$ cat src/rtl/bcd_event_counter.sv
// bcd_event_counter: debounced up/down release counter (0..MAX_COUNT) with a
//   sequential double-dabble BCD converter and registered active-low 7-segment drive.
// Latency: accepted release -> o_Count/o_Wrap +2 cycles; count change -> o_BCD/o_BCD_Valid
//   +CW+3 cycles, o_Segments +CW+4 cycles.
// Backpressure: none; a count change while converting is queued (one deep) via pending.
// Ports: i_Clk (posedge), i_Rst (sync, active-high), i_Switch_Up / i_Switch_Down (raw
//   buttons, 1 = pressed), i_Clear (sync clear), o_Count (binary), o_BCD (digit 0 in [3:0]),
//   o_BCD_Valid (pulse), o_Wrap (pulse), o_Segments ({G..A} per digit, digit 0 in [6:0]).
// Config macro LEADING_ZERO_BLANK_EN: blank digits above the most significant nonzero one.
module bcd_event_counter #(
  parameter int NUM_DIGITS      = 2,
  parameter int MAX_COUNT       = 99,
  parameter int DEBOUNCE_CYCLES = 250000
) (
  input  logic                           i_Clk,
  input  logic                           i_Rst,
  input  logic                           i_Switch_Up,
  input  logic                           i_Switch_Down,
  input  logic                           i_Clear,
  output logic [$clog2(MAX_COUNT+1)-1:0] o_Count,
  output logic [4*NUM_DIGITS-1:0]        o_BCD,
  output logic                           o_BCD_Valid,
  output logic                           o_Wrap,
  output logic [7*NUM_DIGITS-1:0]        o_Segments
);
  localparam int CW = $clog2(MAX_COUNT+1);
  localparam int DW = $clog2(DEBOUNCE_CYCLES+1);
  localparam int IW = (CW > 1) ? $clog2(CW) : 1;
  localparam int BW = 4*NUM_DIGITS;
  localparam logic [DW-1:0] DB_LAST   = DW'(DEBOUNCE_CYCLES-1);
  localparam logic [CW-1:0] CNT_MAX   = CW'(MAX_COUNT);
  localparam logic [IW-1:0] ITER_LAST = IW'(CW-1);

  typedef enum logic [1:0] {S_IDLE, S_LOAD, S_SHIFT, S_DONE} state_t;

  // Debounce + release detect; index 0 = up, 1 = down.
  logic [1:0]    raw;
  logic [1:0]    stable_q, prev_q, ev_q;
  logic [DW-1:0] db_cnt_q [2];

  assign raw = {i_Switch_Down, i_Switch_Up};

  always_ff @(posedge i_Clk) begin
    if (i_Rst) begin
      stable_q <= '0;
      prev_q   <= '0;
      ev_q     <= '0;
      for (int i = 0; i < 2; i++) db_cnt_q[i] <= '0;
    end else begin
      prev_q <= stable_q;
      // Registered 1->0 edge of the debounced level, so the count moves two cycles
      // after the release is accepted.
      ev_q   <= prev_q & ~stable_q;
      for (int i = 0; i < 2; i++) begin
        if (raw[i] == stable_q[i]) begin
          db_cnt_q[i] <= '0;
        end else if (db_cnt_q[i] == DB_LAST) begin
          // This cycle's increment would reach DEBOUNCE_CYCLES: accept the new level.
          stable_q[i] <= raw[i];
          db_cnt_q[i] <= '0;
        end else begin
          db_cnt_q[i] <= db_cnt_q[i] + DW'(1);
        end
      end
    end
  end

  // Count update: clear wins, simultaneous up+down cancel.
  logic [CW-1:0] count_q, count_d;
  logic          wrap_q, wrap_d;

  always_comb begin
    count_d = count_q;
    wrap_d  = 1'b0;
    if (i_Clear) begin
      count_d = '0;
    end else if (ev_q[0] && !ev_q[1]) begin
      if (count_q == CNT_MAX) begin
        count_d = '0;
        wrap_d  = 1'b1;
      end else begin
        count_d = count_q + CW'(1);
      end
    end else if (ev_q[1] && !ev_q[0]) begin
      if (count_q == '0) begin
        count_d = CNT_MAX;
        wrap_d  = 1'b1;
      end else begin
        count_d = count_q - CW'(1);
      end
    end
  end

  // Double-dabble conversion FSM.
  state_t        state_q, state_d;
  logic          pending_q, pending_d;
  logic [CW-1:0] shift_q, shift_d;
  logic [BW-1:0] scratch_q, scratch_d, adj;
  logic [IW-1:0] iter_q, iter_d;
  logic [BW-1:0] bcd_q, bcd_d;
  logic          vld_q, vld_d;
  logic [7*NUM_DIGITS-1:0] seg_q;

  always_comb begin
    adj = scratch_q;
    for (int i = 0; i < NUM_DIGITS; i++) begin
      if (scratch_q[4*i +: 4] >= 4'd5) adj[4*i +: 4] = scratch_q[4*i +: 4] + 4'd3;
    end
  end

  always_comb begin
    state_d   = state_q;
    // A change in any state is remembered; only IDLE consumes it.
    pending_d = pending_q || (count_d != count_q);
    shift_d   = shift_q;
    scratch_d = scratch_q;
    iter_d    = iter_q;
    bcd_d     = bcd_q;
    vld_d     = 1'b0;
    case (state_q)
      S_IDLE: begin
        if (pending_q) begin
          state_d   = S_LOAD;
          pending_d = (count_d != count_q);
        end
      end
      S_LOAD: begin
        shift_d   = count_q;
        scratch_d = '0;
        iter_d    = '0;
        state_d   = S_SHIFT;
      end
      S_SHIFT: begin
        scratch_d = {adj[BW-2:0], shift_q[CW-1]};
        shift_d   = shift_q << 1;
        iter_d    = iter_q + IW'(1);
        if (iter_q == ITER_LAST) state_d = S_DONE;
      end
      S_DONE: begin
        bcd_d   = scratch_q;
        vld_d   = 1'b1;
        state_d = S_IDLE;
      end
      default: state_d = S_IDLE;
    endcase
  end

  function automatic logic [6:0] font(input logic [3:0] d);
    case (d)
      4'd0:    font = 7'b1000000;
      4'd1:    font = 7'b1111001;
      4'd2:    font = 7'b0100100;
      4'd3:    font = 7'b0110000;
      4'd4:    font = 7'b0011001;
      4'd5:    font = 7'b0010010;
      4'd6:    font = 7'b0000010;
      4'd7:    font = 7'b1111000;
      4'd8:    font = 7'b0000000;
      4'd9:    font = 7'b0010000;
      default: font = 7'b1111111;
    endcase
  endfunction

  function automatic logic [7*NUM_DIGITS-1:0] seg_of(input logic [BW-1:0] b);
    logic [3:0] dig;
`ifdef LEADING_ZERO_BLANK_EN
    logic lead;
    lead = 1'b1;
`endif
    seg_of = '0;
    for (int i = NUM_DIGITS-1; i >= 0; i--) begin
      dig = b[4*i +: 4];
      seg_of[7*i +: 7] = font(dig);
`ifdef LEADING_ZERO_BLANK_EN
      // Walk from the top digit down; zeros stay blank until the first nonzero digit.
      if (dig != 4'd0) lead = 1'b0;
      else if (lead && (i != 0)) seg_of[7*i +: 7] = 7'b1111111;
`endif
    end
  endfunction

  always_ff @(posedge i_Clk) begin
    if (i_Rst) begin
      state_q   <= S_IDLE;
      pending_q <= 1'b0;
      count_q   <= '0;
      wrap_q    <= 1'b0;
      shift_q   <= '0;
      scratch_q <= '0;
      iter_q    <= '0;
      bcd_q     <= '0;
      vld_q     <= 1'b0;
      seg_q     <= seg_of({BW{1'b0}});
    end else begin
      state_q   <= state_d;
      pending_q <= pending_d;
      count_q   <= count_d;
      wrap_q    <= wrap_d;
      shift_q   <= shift_d;
      scratch_q <= scratch_d;
      iter_q    <= iter_d;
      bcd_q     <= bcd_d;
      vld_q     <= vld_d;
      seg_q     <= seg_of(bcd_q);
    end
  end

  assign o_Count     = count_q;
  assign o_Wrap      = wrap_q;
  assign o_BCD       = bcd_q;
  assign o_BCD_Valid = vld_q;
  assign o_Segments  = seg_q;

endmodule

$ cat config.mk
export PLATFORM = sky130hd
export DESIGN_NAME = bcd_event_counter
export DESIGN_NICKNAME = d
export VERILOG_FILES = /design/src/rtl/bcd_event_counter.sv
export SDC_FILE = /design/constraint.sdc
export NUM_CORES = 1
export LEC_CHECK = 0
export CAP_MARGIN = 20
export CORE_MARGIN = 2
export CORE_UTILIZATION = 60
export DETAILED_ROUTE_END_ITERATION = 6
export PLACE_DENSITY = 0.93
export SLEW_MARGIN = 20
export SYNTH_ARGS = -nofsm -noshare
export SYNTH_HDL_FRONTEND = slang
export SYNTH_SLANG_ARGS = --single-unit
$ cat constraint.sdc
create_clock -name i_Clk -period 3.6 [get_ports i_Clk]
set_input_delay 0.54 -clock i_Clk [delete_from_list [all_inputs] [get_ports i_Clk]]
set_output_delay 0.54 -clock i_Clk [all_outputs]
set_load 0.05 [all_outputs]
# Word-level counts from Yosys, hierarchy flattened
# Memories as Yosys holds them, arrays and structs flattened. A register that Yosys moved wholly into a read port is not among the register bits.
# Cells that the tools add are included.
word_totals:
  n_memories: 3
  out_inout_bits: 31
  mem_bits_rw: 36
  input_bits: 5
  romBits: 224
  latch_bits: 0
  reg_bits: 44
  wordCells: 109
memory_table:
  columns: ["name", "words", "word_bits", "read_ports", "rd_ports_with_merged_regs", "write_ports", "line_no", "source"]
  rows:
  - ["(name not given)", 16, 7, 1, 1, 0, "149", "case (d)"]
  - ["(name not given)", 16, 7, 1, 1, 0, "149", null]
  - ["db_cnt_q", 2, 18, 2, 0, 2, "39", "logic [DW-1:0] db_cnt_q [2];"]
op_classes:
  n_eq_ne: 12
  n_bitwise: 10
  reduce_logical: 12
  add_sub_neg: 7
  shift: 0
  n_div: 0
  n_mux: 50
  mul: 0
  n_lt_le_gt_ge: 2
op_table:
  columns: ["cell", "count"]
  rows:
  - ["$mux 18", 6]
  - ["$add 18x1->18 const B", 2]
  - ["$eq 18x18->1 const B", 2]
  - ["$mux 7", 5]
  - ["$mux 1", 31]
  - ["$pmux 8 s2", 1]
  - ["$pmux 7 s2", 1]
  - ["$ge 4x3->1 const B", 2]
  - ["$pmux 2 s4", 1]
  - ["$add 7x1->7 const B", 1]
  - ["$eq 7x7->1 const B", 1]
  - ["$logic_not 7->1", 1]
  - ["$ne 7x7->1", 1]
  - ["$sub 7x1->7 const B", 1]
  - ["$or 1x1->1", 6]
  - ["$pmux 3 s2", 1]
  - ["$reduce_and 2->1", 3]
  - ["$add 4x2->4 const B", 1]
  - ["$eq 2x2->1 const B", 2]
  - ["$mux 2", 2]
  - ["$mux 4", 1]
  - ["$ne 2x2->1 const B", 2]
  - ["$add 3x1->3 const B", 1]
  - ["$add 3x2->3 const B", 1]
  - ["13 further kinds", 17]

# Depth between registers and ports, before layout
# Gate-level depths: netlist of the first run.
depth:
  word_depth: 9
  ltp_mapped: 8
  mapped_depth_nobuf: 7

# Worst setup path after synthesis of the first run
# No wires, ideal clock.
synth_timing:
  kind: "reg-to-reg"
  start: "register count_q[1], in the netlist o_Count[1]"
  end: "register pending_q"
  path_stages_with_launch: 9
  required_time_ns: 3.519
  n_path_buf: 1
  period_less_slack_ns: 2.140
  setup_ns: 0.081
  arrival_time_ns: 2.059
  path_slack_ns: 1.460
  cell_sequence: "dfxtp_1 -> inv_1 -> ha_1 -> nor2b_1 -> and3_1 -> buf_4 -> o32ai_1 -> o32ai_1 -> a41oi_1"
synth_via:
  elab_chain_cells: 9
  elab_cells_between_ends: 13
  cone_classes: "add/sub: 2; eq/ne: 2; mux: 7; reduce/logical: 2"
synth_rtl:
  columns: ["item", "line_no", "source"]
  rows:
  - ["from (decl)", "69", "logic [CW-1:0] count_q, count_d;"]
  - ["from (signal assigned)", "197", "count_q <= count_d;"]
  - ["$sub 7x1->7 or $logic_not 7->1 (tied branches)", "89, 85", null]
  - ["$mux 7", "85", "if (count_q == '0) begin"]
  - ["$mux 7", "84", "end else if (ev_q[1] && !ev_q[0]) begin"]
  - ["$mux 7", "77", "end else if (ev_q[0] && !ev_q[1]) begin"]
  - ["$mux 7", "75", "if (i_Clear) begin"]
  - ["$ne 7x7->1 *", "114, 124", null]
  - ["$logic_or 1x1->1", "114", "pending_d = pending_q || (count_d != count_q);"]
  - ["$mux 1", "122", "if (pending_q) begin"]
  - ["$mux 1 *", "120", "case (state_q)"]
  - ["to (signal assigned)", "196", "pending_q <= pending_d;"]
  - ["to (decl)", "96", "logic pending_q, pending_d;"]
# Every way passes the cells marked *; elsewhere a longest branch is shown, timed or not.
# A chain may end at the register's enable or synchronous reset.

# Worst setup path in the final report of the first run
layout_timing:
  start: "register count_q[2], in the netlist o_Count[2]"
  end: "output o_Count[2]"
layout_lines:
  columns: ["item", "line_no", "source"]
  rows:
  - ["to (decl)", "20", "output logic [$clog2(MAX_COUNT+1)-1:0] o_Count,"]
# No word-level cell between the ends.

==> metrics.md, run 1 <==
| Metric | Value |
|---|---|
| Switching portion of total power | 26.68% |
| Vias in the first global route | about 3900 |
| Cts bufs inserted | 9 |
| H-tree levels | 3 |
| Dpl ws | about 1.3 ns |
| CP Cell Sequence | clkdlybuf4s50_1 |
| Drt wl/cell | roughly 15 um |
| Share of layout cells above drive strength 1 | 4.523% |
| Wirelength, routed | about 10000 um |
| Clk_skew | ~0.012 ns |
| Top FF cell, synth | dfxtp_1 |
| Port buffer count | 35 |
| Clk pwr share | around 32% |
| Status | completed |
| Hold_buf cts | 0 |
| Tcrit/Tclk final | about three quarters |
| Flops & latches, synth | 94 |
| Internal power | 1.467 mW |
| Peak supply drop | 0.0003501 V |
| EDFF count, synth | 36 |
| Top cell family by delay on the critical path | buffers and inverters |
| Post-Synthesis Cells | about 540 |
| Chip width | 95.69 um |
| CTS max path bufs | 2 |
| YS warnings | 0 |
| WP data required | between 3 and 4 ns |
| Hold Path Class | reg -> reg |
| Clk_lat worst skew | roughly 0.37 ns |
| Crit path max fanout | 22 |
| Sequential Power Share | about three fifths |
| Fmax | between 300 and 400 MHz |
| Complex-gate fraction of the synthesized area | ~11% |
| Initial drt markers | between 200 and 250 |
| WP buf/inv | 1 |
| Gr ovfl total | 0 |
| WS Path Type | reg -> out |
| CP peak stage delay | approximately 0.93 ns |
| Final nets | just over 600 |
| Sequential share of the synthesized area | 44.46% |
| TNS Setup | 0 ns |
| Synth Area in Simple Gates | around 22% |
| Synth async-reset ratio | 0% |
| Mux cell area share after synthesis | between 4 and 5% |
| Crit path DAT | between 2 and 2.5 ns |
| Power Density | around 350 nW/um2 |
| First-pass GRT wire length | about 17000 um |
| Sinks on Clock Net | 94 |
| Setup bufs post-CTS | 0 |
| Most frequent cells in the layout | nor2_1 (98), dfxtp_1 (58), edfxtp_1 (36), conb_1 (36), clkdlybuf4s50_1 (34) |
| Max Cap Violations | 0 |
| Synth Area in Adders | 6.202% |
| Post-Synth XOR/XNOR Area | 6.599% |
| Die Area | slightly above 9000 um2 |
| IO Pins | 36 |
| Initial DRT Pass Iterations | 5 |
| GPL Wtd Cong | approximately 0.90 |
| Initial antenna violation count | 0 |
| CTS tree | built |
| CP Launch Type | flop |
| Row Count | 33 |
| Final routed DRC violation total | 0 |
| Post-layout min period | between 2 and 3 ns |
| Fin. Hold Viols | 0 |
| Critical path endpoint category | output pin |
| Slew Limit Fails | 0 |
| Final WS setup | about 0.97 ns |
| Mapped cell area | approximately 5000 um2 |
| Total vias in the final route | between 3000 and 4000 |
| Global Route Usage Sum | around a quarter |
| Final setup fails | 0 |
| Die H | approximately 96 um |
| Leak pwr | roughly 2.0 nW |
| Syn_area_per_cell | between 9 and 10 um2 |
| Worst-path clk slew | 0.09 ns |
| Critical-path top delay cell | clkdlybuf4s50_1 |
| Switching pwr | 0.5339 mW |
| Largest family of logic cells by synthesized area | simple AND/OR/NAND/NOR gates |
| Commonest non-fill, non-tap cell in the layout | nor2_1 |
| Total Power | ~2.0 mW |
| Post-cts sizing count | 0 |
| Initial Utilization | between 60% and 70% |
| RSZ-0062 raised after global routing | false |
| Tightest Pin Transition | 0.9143 ns |
| Core ar. | around 8000 um2 |
| Combinational Power Share | under 10% |
| DP Wirelength | slightly above 7000 um |
| Via density per instance | 5.657 |
| Diodes inserted | 0 |
| Root Driver | clkbuf_8 |
| Max transition margin | between 30% and 40% |
| Count of different cell masters after synthesis | 57 |
| Pin count of the biggest net entering global routing | 54 |
| Post-DRT Antenna Nets | 0 |
| Layout area overhead | 12.33% |
-- layer usage --
layer	routed length (um)	share of wire, %	GRT usage, %	vias to the layer above
met5	0	0	0	-
met4	154	1.5	10.24	0
met3	524	5.1	5.534	16
met2	5282	51	40.68	114
met1	4335	42	29.01	1885
li1	-	-	-	1956
-- metrics by stage --
stage | hold WS, ns | utilization, % | area, um2 | cells
floorplan | 0.4407 | - | 5175 | 577
global placement | 0.4497 | 67.10 | 5485 | 686
detailed placement | 0.4519 | 67.10 | 5485 | 686
CTS | 0.4667 | 69.30 | 5665 | 702
global route | 0.4759 | 69.30 | 5665 | 702
finish | 0.4647 | 69.30 | 5665 | 702
-- power by group through the flow --
stage	Combinational [mW]	Clock [mW]	Sequential, mW
6_report	0.168	0.647	1.19
5_1_grt	0.189	0.702	1.19
2_1_floorplan	0.137	0	1.20
3_5_place_dp	0.163	0	1.21
3_3_place_gp	0.152	0	1.21
4_1_cts	0.165	0.660	1.19
-- path summary, 6_finish.rpt --
check | slack (ns) | startpoint | cells past startpoint | end
worst max-delay path | 0.97 | o_Count[2] | 1 | o_Count[2]
worst min-delay path | 0.46 | prev_q[0] | 1 | ev_q[0]
worst max register to register | 1.32 | db_cnt_q[0][10] | 5 | db_cnt_q[0][9]
worst min register to register | 0.46 | prev_q[0] | 1 | ev_q[0]
-- kinds of logic (layout without fill, tap and decap cells) --
kind of cell / after synthesis / count (layout)
AOI/OAI and AO/OA: 82 / 82
xor gates and xnor gates: 38 / 38
adders and majority gates: 25 / 25
buffers and inverters: 54 / 74
DFF: 94 / 94
muxes: 23 / 23
other: 1 / 36
and+or+nand+nor: 225 / 225
-- final cells by class --
type                    instances  area, um2
flip-flops and latches         94       2242
inverters                      22      82.58
clock inverters                 7      56.30
repair buffers                 36      352.8
well taps                     105      131.4
multi-input cells             429       2676
fillers                       612       2510
clock buffers                   9      123.9
-- state kept, by name, summed over array words and instances (netlist names) --
signal and cells:
db_cnt_q 36, o_Segments 14, o_BCD 8, scratch_q 8
o_Count 7, shift_q 7, iter_q 3, ev_q 2
prev_q 2, stable_q 2, state_q 2, o_BCD_Valid 1
o_Wrap 1, pending_q 1
-- cell usage after synthesis (all sizes together) (12+ instances only) --
master	n	area, um2
a211oi	14	125.1
a21oi	26	130.1
buf	15	110.1
clkbuf	17	63.81
dfxtp	58	1161
edfxtp	36	1081
ha	25	312.8
inv	21	78.83
mux2i	22	220.2
nand2	27	101.4
nand2b	13	81.33
nand3	20	100.1
nor2	98	367.9
o21ai	12	60.06
xnor2	20	175.2
xor2	18	157.7
Power figures use the tool's default switching activity.
==> run 2: changes to the inputs <==
Settings changed: CORE_UTILIZATION 60 to 53, PLACE_DENSITY 0.93 to 0.88.
Clock period 3.6 ns to 2.2 ns, I/O delays scaled along.
==> run 2 against run 1 <==
Sequential cell count unchanged. Non-clock buffer count increased by 19. Global-route usage is 2.9 points lower. Clock skew hardly changed. Via count grew 0.53%. Final area rose by 3.4%. Die area is 13% higher. Worst setup slack got worse by 0.85 ns. Critical endpoint is now o_BCD[2]. Core utilization is 5.9 points lower. Hold slack lost 0.17 ns.
==> metrics.md, run 2 (synthesis results as in run 1) <==
| Metric | Value |
|---|---|
| Post-DRT Antenna Nets | 0 (unchanged) |
| Hold path cells | 2 (was 1) |
| Largest Register | db_cnt_q (unchanged) |
| Hold Path Sink | stable_q[1] (was ev_q[0]) |
| Diodes inserted | 0 (unchanged) |
| Max transition margin | 62.78% (was 39.05%) |
| Grt met2 use | 34.06% (was 40.68%) |
| Layout area overhead | 16.17% (was 12.33%) |
| Total vias in the final route | 3992 (was 3971) |
| Tightest Pin Transition | 0.5582 ns (was 0.9143 ns) |
| GPL Wtd Cong | 0.9195 (was 0.9018) |
| Leak pwr | 2.140 nW (was 1.979 nW) |
| Wirelength, routed | 10330 um (was 10300 um) |
| Initial antenna violation count | 0 (unchanged) |
| Power Density | 572.6 nW/um2 (was 353.3 nW/um2) |
| Gr ovfl total | 0 (unchanged) |
| Initial Utilization | 54.58% (was 61.69%) |
| Pin count of the biggest net entering global routing | 45 (was 54) |
| First-pass GRT wire length | 17280 um (was 17210 um) |
| Share of layout cells above drive strength 1 | 7.630% (was 4.523%) |
| Clk_lat worst skew | 0.36 ns (was 0.37 ns) |
| Clk_skew | 0.01212 ns (was 0.01178 ns) |
| Cts bufs inserted | 9 (unchanged) |
| Worst-path clk slew | 0.09 ns (about the same) |
| TNS Setup | 0 ns (unchanged) |
| Post-layout min period | roughly 2.1 ns |
| Fill cells | 756 (was 612) |
| Core ar. | 9240 um2 (was 8175 um2) |
| Sinks on Clock Net | 94 (unchanged) |
| Hold Path Origin | i_Rst (was prev_q[0]) |
| Crit path DAT | 1.76 ns (was 2.09 ns) |
| Hold_buf cts | 0 (unchanged) |
| Final nets | 641 (was 622) |
| Final routed DRC violation total | 0 (unchanged) |
| Initial DRT Pass Iterations | 4 (was 5) |
| Max Cap Violations | 0 (unchanged) |
| Chip width | 101.6 um (was 95.69 um) |
| DP Wirelength | 7422 um (was 7135 um) |
| Flop-to-flop setup slack | 0.15 ns (was 1.32 ns) |
| Top Usage Layer GRT | met2 (unchanged) |
| Max reg flops | 36 (unchanged) |
| Fmax | around 480 MHz |
| Peak supply drop | 0.0004263 V (was 0.0003501 V) |
| Slew Limit Fails | 0 (unchanged) |
| Root Driver | clkbuf_8 (unchanged) |
| Fin. Hold Viols | 0 (unchanged) |
| Die H | 101.6 um (was 95.69 um) |
| Vias in the first global route | 3731 (was 3882) |
| Placed cells | 729 (was 686) |
| Crit path max fanout | 11 (was 22) |
| Critical-path top delay cell | clkdlybuf4s50_1 (unchanged) |
| Layout Cells excl Fill | 745 (was 702) |
| CTS max path bufs | 2 (unchanged) |
| CP peak stage delay | 0.87 ns (was 0.93 ns) |
| RSZ-0062 raised after global routing | false (unchanged) |
| Tcrit/Tclk final | between 90% and 100% |
| Drt wl/cell | 13.86 um (was 14.67 um) |
| Top cell family by delay on the critical path | buffers and inverters (unchanged) |
| Row Count | 35 (was 33) |
| WP data required | 1.87 ns (was 3.06 ns) |
| H-tree levels | 3 (unchanged) |
| CP Cell Sequence | clkdlybuf4s50_1 (unchanged) |
| Status | completed (unchanged) |
| WS Path Type | reg -> out (unchanged) |
| Port buffer count | 35 (unchanged) |
| Critical path endpoint category | output pin (unchanged) |
| Via density per instance | 5.358 (was 5.657) |
| Critical R2R Launch | db_cnt_q[1][11] (was db_cnt_q[0][10]) |
| Commonest non-fill, non-tap cell in the layout | nor2_1 (unchanged) |
| WP buf/inv | 1 (unchanged) |
| Initial drt markers | 124 (was 241) |
| Global Route Usage Sum | 21.00% (was 23.94%) |
| RR Endpoint | db_cnt_q[1][10] (was db_cnt_q[0][9]) |
| CTS tree | built (unchanged) |
| Die Area | 10310 um2 (was 9156 um2) |
| Hold Path Class | in -> reg (was reg -> reg) |
| Final setup fails | 0 (unchanged) |
| Grt met3 use | 4.072% (was 5.534%) |
| Met1 Use GR | 27.98% (was 29.01%) |
| Hold slack | 0.2919 ns (was 0.4647 ns) |
| Most frequent cells in the layout | nor2_1 (98), dfxtp_1 (58), edfxtp_1 (36), conb_1 (36), clkdlybuf4s50_1 (29) (was nor2_1 (98), dfxtp_1 (58), edfxtp_1 (36), conb_1 (36), clkdlybuf4s50_1 (34)) |
| IO Pins | 36 (unchanged) |
| Reg2reg path depth | 6 (was 5) |
| CP Launch Type | flop (unchanged) |
## run 2: cell count changes in the layout (fill, tap and decap cells not counted), sizes merged
cell | previous run | this run
inv | 24 | 22
dlymetal6s2s | 0 | 2
buf | 2 | 22
dlygate4sd2 | 0 | 2
clkdlybuf4s50 | 34 | 29
clkbuf | 9 | 13
clkinvlp | 4 | 2
## run 2: per-layer routing
metal	share of wire (%)	up-vias
li1	-	1991
met1	46	1914
met2	48	69
met3	3.6	18
met4	1.7	0
met5	0	-
## run 2: repair_timing
| action | in CTS | in global routing |
|---|---|---|
| endpoints found under the setup margin | 2 | 16 |
| endpoints found under the hold margin | 0 | 0 |
| resized for setup | 2 | 3 |
| cloned | 0 | 0 |
| setup buffers | 0 | 0 |
| pin swaps | 0 | 0 |
## run 2: report_power, final
part | leakage [nW] | switching (mW) | total, mW | internal, mW
Clock | 0.0944 | 0.595 | 1.12 | 0.521
Combinational | 1.21 | 0.180 | 0.299 | 0.119
Sequential | 0.838 | 0.0606 | 1.94 | 1.88
Total | 2.14 | 0.835 | 3.36 | 2.52
## run 2: worst max-delay path by stage
stage                               start              end  slack, ns  depth (start not counted)
after CTS                        o_BCD[6]         o_BCD[6]       0.02                          1
after floorplan                o_Count[1]        pending_q       0.06                          8
after global routing      db_cnt_q[0][10]   db_cnt_q[0][2]       0.02                          6
after global placement    db_cnt_q[1][11]  db_cnt_q[1][12]       0.24                          6
after detailed placement  db_cnt_q[1][11]  db_cnt_q[1][10]       0.16                          6
final                            o_BCD[2]         o_BCD[2]       0.11                          1
## run 2: cell type report
type | instances | area, um2 | area share [%]
clock buffers | 13 | 171.4 | 2.925
clock inverters | 3 | 23.77 | 0.4057
inverters | 22 | 82.58 | 1.409
multi-input cells | 429 | 2683 | 45.78
flip-flops and latches | 94 | 2242 | 38.27
well taps | 129 | 161.4 | 2.755
repair buffers | 55 | 495.5 | 8.456
## run 2: per-stage QoR
step | util, % | cell area, um2 | worst slack [ns] | power [mW]
after floorplan | - | 5175 | 0.06026 | 2.188
after global placement | 61.21 | 5655 | 0.2353 | 2.250
after detailed placement | 61.21 | 5655 | 0.1574 | 2.272
after CTS | 63.29 | 5848 | 0.01884 | 3.369
after global routing | 63.41 | 5859 | 0.01624 | 3.497
final | 63.41 | 5859 | 0.1148 | 3.355
